**src/rtl/load_store_unit.sv**
```systemverilog
// Load/store unit: takes one load or store per handshake, drives a word-aligned
// dmem request until it is acknowledged, and returns extended load data.
// Decode errors (illegal funct3, misalignment) and memory timeouts are reported
// on the response instead of reaching memory.

// Per-byte-lane store steering: write enable and data byte for one lane.
module lsu_lane #(
  parameter int LANE = 0
) (
  input  logic [2:0]  funct3,
  input  logic [1:0]  boff,
  input  logic [31:0] rv2,
  output logic        we,
  output logic [7:0]  wbyte
);
  localparam logic [1:0] L = 2'(LANE);

  // funct3[1:0] picks the access size; the byte/half source is replicated across lanes
  always_comb begin
    we    = 1'b0;
    wbyte = rv2[8*LANE +: 8];
    case (funct3[1:0])
      2'd0: begin
        we    = (boff == L);
        wbyte = rv2[7:0];
      end
      2'd1: begin
        we    = (boff[1] == L[1]);
        wbyte = rv2[8*(LANE%2) +: 8];
      end
      default: we = 1'b1;
    endcase
  end
endmodule

module load_store_unit #(
  parameter int TIMEOUT_CYC = 64
) (
  input  logic        clk,
  input  logic        reset,
  input  logic        req_valid,
  output logic        req_ready,
  input  logic        req_store,
  input  logic [2:0]  req_funct3,
  input  logic [31:0] req_addr,
  input  logic [31:0] req_wdata,
  input  logic [4:0]  req_rd,
  output logic        mem_req,
  output logic [31:0] mem_addr,
  output logic [3:0]  mem_we,
  output logic [31:0] mem_wdata,
  input  logic        mem_ack,
  input  logic [31:0] mem_rdata,
  output logic        resp_valid,
  output logic [31:0] resp_rdata,
  output logic [4:0]  resp_rd,
  output logic        resp_err
);
  localparam int NUM_LANES = 4;
  // Counter only needs to reach TIMEOUT_CYC-1
  localparam int CW = (TIMEOUT_CYC > 1) ? $clog2(TIMEOUT_CYC) : 1;

  typedef enum logic [1:0] {S_IDLE, S_ACCESS, S_RESP} state_t;

  typedef struct packed {
    logic        store;
    logic [2:0]  funct3;
    logic [31:0] addr;
    logic [31:0] wdata;
    logic [4:0]  rd;
  } req_t;

  typedef struct packed {
    logic [31:0] rdata;
    logic [4:0]  rd;
    logic        err;
  } resp_t;

  state_t  state, state_nxt;
  req_t    cap;
  resp_t   rsp;
  logic [CW-1:0] cnt;

  logic accept, f3_ok, aligned, req_ok, timeout;
  logic [NUM_LANES-1:0]      lane_we;
  logic [NUM_LANES-1:0][7:0] lane_wd;
  logic [7:0]  bsel;
  logic [15:0] hsel;
  logic [31:0] ld_data;

  assign accept  = req_valid && (state == S_IDLE);
  // TIMEOUT_CYC==0 disables the timeout entirely
  assign timeout = (TIMEOUT_CYC != 0) && (cnt == CW'(TIMEOUT_CYC - 1));

  // Decode check on the incoming request: legal funct3 and natural alignment
  always_comb begin
    if (req_store) f3_ok = (req_funct3 <= 3'd2);
    else           f3_ok = (req_funct3 != 3'd3) && (req_funct3 != 3'd6) && (req_funct3 != 3'd7);
    case (req_funct3[1:0])
      2'd1:    aligned = ~req_addr[0];
      2'd2:    aligned = (req_addr[1:0] == 2'b00);
      default: aligned = 1'b1;
    endcase
    req_ok = f3_ok && aligned;
  end

  // Store lane steering, one instance per byte lane
  for (genvar i = 0; i < NUM_LANES; i++) begin : g_lane
    lsu_lane #(.LANE(i)) u_lane (
      .funct3 (cap.funct3),
      .boff   (cap.addr[1:0]),
      .rv2    (cap.wdata),
      .we     (lane_we[i]),
      .wbyte  (lane_wd[i])
    );
  end

  // Load extract: select byte/half from the returned word and extend
  always_comb begin
    bsel = mem_rdata[{cap.addr[1:0], 3'b000} +: 8];
    hsel = cap.addr[1] ? mem_rdata[31:16] : mem_rdata[15:0];
    case (cap.funct3)
      3'd0:    ld_data = {{24{bsel[7]}}, bsel};
      3'd4:    ld_data = {24'd0, bsel};
      3'd1:    ld_data = {{16{hsel[15]}}, hsel};
      3'd5:    ld_data = {16'd0, hsel};
      default: ld_data = mem_rdata;
    endcase
  end

  // State register
  always_ff @(posedge clk or negedge reset) begin
    if (!reset) state <= S_IDLE;
    else        state <= state_nxt;
  end

  // Next state: bad requests skip memory; ack takes priority over timeout
  always_comb begin
    state_nxt = state;
    case (state)
      S_IDLE:   if (accept) state_nxt = req_ok ? S_ACCESS : S_RESP;
      S_ACCESS: if (mem_ack || timeout) state_nxt = S_RESP;
      S_RESP:   state_nxt = S_IDLE;
      default:  state_nxt = S_IDLE;
    endcase
  end

  // Request capture, timeout counter and registered response
  always_ff @(posedge clk or negedge reset) begin
    if (!reset) begin
      cap <= '0;
      rsp <= '0;
      cnt <= '0;
    end else begin
      case (state)
        S_IDLE: if (accept) begin
          cap <= '{store: req_store, funct3: req_funct3, addr: req_addr,
                   wdata: req_wdata, rd: req_rd};
          rsp <= '{rdata: 32'd0, rd: 5'd0, err: !req_ok};
        end
        S_ACCESS: begin
          if (mem_ack) begin
            rsp <= '{rdata: cap.store ? 32'd0 : ld_data,
                     rd:    cap.store ? 5'd0  : cap.rd,
                     err:   1'b0};
            cnt <= '0;
          end else if (timeout) begin
            rsp <= '{rdata: 32'd0, rd: 5'd0, err: 1'b1};
            cnt <= '0;
          end else if (TIMEOUT_CYC != 0) begin
            cnt <= cnt + CW'(1);
          end
        end
        S_RESP:  cnt <= '0;
        default: cnt <= '0;
      endcase
    end
  end

  // Outputs are pure functions of state so reset drops them immediately
  always_comb begin
    req_ready  = (state == S_IDLE);
    mem_req    = (state == S_ACCESS);
    mem_addr   = mem_req ? {cap.addr[31:2], 2'b00} : 32'd0;
    mem_we     = (mem_req && cap.store) ? lane_we : 4'd0;
    mem_wdata  = (mem_req && cap.store) ? lane_wd : 32'd0;
    resp_valid = (state == S_RESP);
    resp_rdata = resp_valid ? rsp.rdata : 32'd0;
    resp_rd    = resp_valid ? rsp.rd    : 5'd0;
    resp_err   = resp_valid ? rsp.err   : 1'b0;
  end
endmodule
```
**config.mk**
```make
export PLATFORM = sky130hd
export DESIGN_NAME = load_store_unit
export DESIGN_NICKNAME = d
export VERILOG_FILES = /design/src/rtl/load_store_unit.sv
export SDC_FILE = /design/constraint.sdc
export NUM_CORES = 1
export LEC_CHECK = 0
export CAP_MARGIN = 40
export CORE_ASPECT_RATIO = 1.25
export CORE_MARGIN = 8
export CORE_UTILIZATION = 40
export DETAILED_ROUTE_END_ITERATION = 10
export MAX_ROUTING_LAYER = met4
export PLACE_DENSITY_LB_ADDON = 0.1
export SYNTH_ARGS = -nofsm -noshare
export SYNTH_HDL_FRONTEND = slang
export SYNTH_SLANG_ARGS = --single-unit
```
**constraint.sdc**
```tcl
create_clock -name clk -period 2 [get_ports clk]
set_input_delay 0.6 -clock clk [delete_from_list [all_inputs] [get_ports clk]]
set_output_delay 0.6 -clock clk [all_outputs]
set_load 0.05 [all_outputs]
```
=== Yosys cells after proc, flatten, opt, wreduce, memory -nomap -nowiden ===
Index checks and enable logic that the tools add are counted.
W data, S select, Z words.

* Output and inout bits: 109
* Memories: 0
* Bits in latches: 0
* Memory bits (read-only): 0
* Flip-flop bits (word level): 119
* Input port bits: 109
* Word-level logic and storage cells: 80
* Bits in writable memories: 0

* Add/sub/neg operators: 1
* Multiplexer cells: 30
* Order comparisons: 1
* Bitwise operators: 2
* $mul: 0
* Reduce and logical (&&, ||, !) cells: 17
* Div/mod/pow operators: 0
* Shift operators: 1
* Eq/ne operators: 18

{| class="wikitable"
|+ Operator list
! operator !! count
|-
| $mux W32 || 4
|-
| $pmux W32 S4 || 1
|-
| $mux W38 || 3
|-
| $pmux W38 S2 || 1
|-
| $shiftx A32 B6 Y8 || 1
|-
| $mux W16 || 1
|-
| $mux W8 || 2
|-
| $pmux W8 S2 || 1
|-
| $mux W6 || 2
|-
| $pmux W6 S2 || 1
|-
| $mux W5 || 2
|-
| $pmux W1 S2 || 5
|-
| $eq A2 B1 Y1 const B || 4
|-
| $eq A2 B2 Y1 const B || 4
|-
| $logic_not A2 Y1 || 4
|-
| $add A6 B1 Y6 const B || 1
|-
| $eq A3 B3 Y1 const B || 2
|-
| $eq A6 B6 Y1 const B || 1
|-
| $mux W2 || 3
|-
| $ne A3 B3 Y1 const B || 2
|-
| $logic_and A1 B1 Y1 || 5
|-
| $mux W4 || 1
|-
| $ne A2 B1 Y1 const B || 2
|-
| $pmux W2 S2 || 1
|-
| other kinds (13) || 16
|}

=== Logic depth before layout (Yosys ltp) ===
Gate-level depths: netlist of run 1.

* Depth after elaboration: 8
* Depth in mapped cells: 7
* Depth with buffers taken out: 6

=== Cells and area by module ===
From an unflattened synthesis of run 1, not the netlist that was laid out.

* Cells, all modules: 555
* Area, all modules: 6324.8 um^2

{| class="wikitable"
|+ Modules (own cells, without submodules)
! module !! sequential area each (um^2) !! area an instance (um^2) !! cells each !! instances
|-
| load_store_unit || 2977.9 || 5808.1 || 495 || 1
|-
| lsu_lane at g_lane[3].u_lane || 0.0 || 183.9 || 28 || 1
|-
| lsu_lane at g_lane[2].u_lane || 0.0 || 146.4 || 11 || 1
|-
| lsu_lane at g_lane[1].u_lane || 0.0 || 112.6 || 11 || 1
|-
| lsu_lane at g_lane[0].u_lane || 0.0 || 73.8 || 10 || 1
|}

=== Worst setup path after synthesis of run 1 ===
OpenSTA, ideal clock, no wires.

* Kind: register to output
* From: register cap[69] (netlist bit)
* To: output port mem_we[3]
* Setup slack: -0.618 ns
* Path buffers: 2
* Stages on the path, launching flop included: 5
* Arrival: 2.018 ns
* Required time: 1.400 ns
* Cells stage by stage: dfrtp_1 buf_1 clkbuf_1 o21ai_0 a21oi_1

* Word-level cells in the longest chain between the ends: 3
* Elaborated cells between the ends (all ways): 4
* Those cells by class: 1 x eq/ne; 2 x mux; 1 x reduce/logical

{| class="wikitable"
|+ RTL lines
! item !! line !! source
|-
| start: declaration || 80 || <nowiki>req_t cap;</nowiki>
|-
| start signal: assignment || 157 || <nowiki>cap <= '{store: req_store, funct3: req_funct3, addr: req_addr,</nowiki>
|-
| $eq A2 B1 Y1 or $logic_not A2 Y1 (tied branches) || 22 || <nowiki>case (funct3[1:0])</nowiki>
|-
| $pmux W1 S2 * || 22 ||
|-
| $mux W4 * || 185 || <nowiki>mem_we = (mem_req && cap.store) ? lane_we : 4'd0;</nowiki>
|-
| end: declaration || 50 || <nowiki>output logic [3:0] mem_we,</nowiki>
|}

Every way passes the cells marked *; elsewhere a longest branch is shown, timed or not.

=== Worst setup path in the final report of run 1 ===
* From: register cap[69] (netlist bit)
* To: output port mem_wdata[28]

* Word-level cells in the longest chain between the ends: 3
* Elaborated cells between the ends (all ways): 4
* Those cells by class: 1 x eq/ne; 2 x mux; 1 x reduce/logical

{| class="wikitable"
|+ RTL lines
! item !! line !! source
|-
| $eq A2 B1 Y1 or $logic_not A2 Y1 (tied branches) || 22 ||
|-
| $pmux W8 S2 * || 22 ||
|-
| $mux W32 * || 186 || <nowiki>mem_wdata = (mem_req && cap.store) ? lane_wd : 32'd0;</nowiki>
|-
| end: declaration || 51 || <nowiki>output logic [31:0] mem_wdata,</nowiki>
|}

Marked as above.

==> run metrics, run 1 <==
status finished with violations; failing checks negative setup slack; Final WS setup -0.3328 ns; largest net degree at the start of global routing 40; Synth Register Bits 119; Post-synth top flop dfrtp_1; commonest non-fill, non-tap cells in the layout 122 x buf_12, 115 x dfrtp_1, 104 x clkdlybuf4s50_1, 72 x mux2_2, 68 x and2_4; Initial Util 0.4088; Tmin final 2.333 ns; Slew Limit Fails 0; antenna violations before repair 1; root buffer cell clkbuf_16; Placed Area 10280 µm²; synthesized cell area 6137 µm²; commonest non-fill, non-tap cell in the layout buf_12; Max VDD drop 736.1 µV; EDFF count, synth 0; final WL 22870 µm; Post-DRT Antenna Nets 0; slowest cell on the critical path dfrtp_2; RD Place Congestion 0.8721; area grow syn2layout 89.64%; core box area between 15000 and 20000 µm²; WS Path Type flop to output port; Post-Synthesis Cells 560; YS warnings 0; I/O pins 218; multi-input logic area 3527 µm²; die area just under 20000 µm²; post-DP HPWL 16370 µm; vias in the first global route 6266; P per Cell Area about 1000 nW/µm²; first-pass GRT wire length 34490 µm; final hold violations 0; Setup WS pre-CTS -0.6460 ns; register area share after synthesis 0.4852; Nets around 950; crit path cell chain buf_6, mux2i_1, nor2_1, a21oi_2, nor2_4, buf_12; reg2reg end rsp[33]; Global Route Usage Sum 0.2314; total power 11.63 mW; clk_skew roughly 0.006 ns; Max-Cap Viols 0; critical path fanouts, max 7; CTS Sinks about 120; Fmax 428.7 MHz; clock-pin slew on the worst setup and hold paths 0.06 ns; Final Cycle Share 1.166; drt pass-1 iters 4; Hold WS between 0.07 and 0.08 ns; post-layout util 0.7752; Post-synth ARST share 1.000; Core Rows 50; Initial DRC Count 451; fin area 11640 µm²; port bufs 215; Die H 154.5 µm; register area 2983 µm²; Clock Tree Buf Depth 2; Setup Viol. Count Final 106; RSZ-0062 raised after global routing true; crit end category output port; crit start category flop; Unique masters post-synth 48; WL per Instance ~22 µm; CTS buffer count 17; R2R Path Start state[1]; HP Class input pin to async pin; residual DRC count 0; fillers 939; GR Overflow Total 0; R2R Setup Slk 0.05 ns; syn_area_per_cell ~11 µm²; routed vias/inst 5.502; critical path required time 1.40 ns; Clk Latency, worst-skew pair 0.42 ns; worst path arrival time 1.73 ns; Worst R2R Path Depth 10; leakage power 4.918 nW; number of H-tree levels 4; Vias 5662; Die X about 130 µm; TritonCTS clock tree built; layout cell share with drive strength beyond 1 0.5248; crit-path max cell delay 0.46 ns
-- stage by stage --
stage	cells	setup TNS [ns]
final	1029	-26.54
after CTS	1017	-24.68
after global routing	1029	-32.57
after floorplan	561	-0.1945
after detailed placement	971	-15.18
after global placement	971	-13.70
-- synthesized netlist by cell type (all sizes together) (5+ instances only) --
cell / n / share of area
clkbuf: 24 / 0.015
a22o: 9 / 0.013
nand2: 23 / 0.014
and2: 72 / 0.073
and3: 11 / 0.011
nand3: 7 / 0.0057
inv: 11 / 0.0067
a221o: 19 / 0.032
o2bb2ai: 12 / 0.017
dfrtp: 119 / 0.49
mux2: 72 / 0.13
nor2: 37 / 0.023
a2111oi: 5 / 0.010
nand2b: 6 / 0.0065
o21a: 6 / 0.0073
mux2i: 17 / 0.028
o21ai: 18 / 0.015
o22ai: 5 / 0.0051
a21oi: 23 / 0.019
a21o: 5 / 0.0061
buf: 20 / 0.018
-- how the worst max path moves through the flow --
stage,startpoint,end,slack (ns),cells after the start
3_3_place_gp,mem_rdata[7],rsp[29],-0.58,5
4_1_cts,state[1],mem_wdata[12],-0.31,6
3_5_place_dp,mem_rdata[7],rsp[22],-0.65,5
2_1_floorplan,cap[38],mem_we[3],-0.15,4
6_report,cap[69],mem_wdata[28],-0.33,6
5_1_grt,cap[69],mem_wdata[28],-0.37,6
-- power by group --
part / leakage, nW / internal [mW] / total [mW] / switching (mW)
sequential: 1.48 / 3.01 / 3.54 / 0.539
combinational: 3.16 / 2.53 / 4.98 / 2.45
clock: 0.278 / 1.94 / 3.10 / 1.15
-- logic make-up (layout without fill, tap and decap cells) --
logic type / count (synthesis) / in the layout / synth area share
buf+inv: 55 / 340 / 0.03894
compound gates: 117 / 117 / 0.1445
fa+ha+maj: 4 / 4 / 0.008155
other cells: 1 / 3 / 0.0006110
simple gates: 172 / 172 / 0.1517
flops: 119 / 119 / 0.4852
mux: 92 / 92 / 0.1708
-- sequential cells by signal, indices dropped and copies added, names as in the netlist --
| name | cells |
|---|---|
| state | 2 |
| cap | 73 |
| rsp | 38 |
| cnt | 6 |
-- what timing repair did --
item                       4_1_cts  5_1_grt
gates resized for setup        100       38
cloned                           2        8
pin swaps                       20       12
hold buffers                     0        0
buffers inserted                14        6
setup endpoints to repair      123      114
-- worst max-delay path: cells and delay by family (launching register included) --
kind,cells,cell delay (ns)
compound gates,1,0.19
mux,1,0.22
simple gates,2,0.15
flops,1,0.46
buf+inv,2,0.30
-- layer usage --
metal  part of all wire  global-route usage  routed length (µm)
met1               0.36              0.2417                8328
met2               0.53              0.3964               12080
met3              0.083             0.08428                1898
met4              0.024             0.07950                 558
met5                  0                   -                   0
-- layout make-up --
type                    count  area share
diodes                      1   0.0002150
clock buffers              20     0.04010
clock inverters            12     0.01204
inverters                  11    0.004945
multi-input cells         387      0.3031
flip-flops and latches    119      0.2563
well taps                 182     0.01957
repair buffers            297      0.3638
(Power assumes the default switching activity.)
==> run 2: changes to the inputs <==
TNS_END_PERCENT = 100   (was unset)
==> results of run 2 <==
Same layout as run 1: the final DEF is identical, and so are final timing and power.
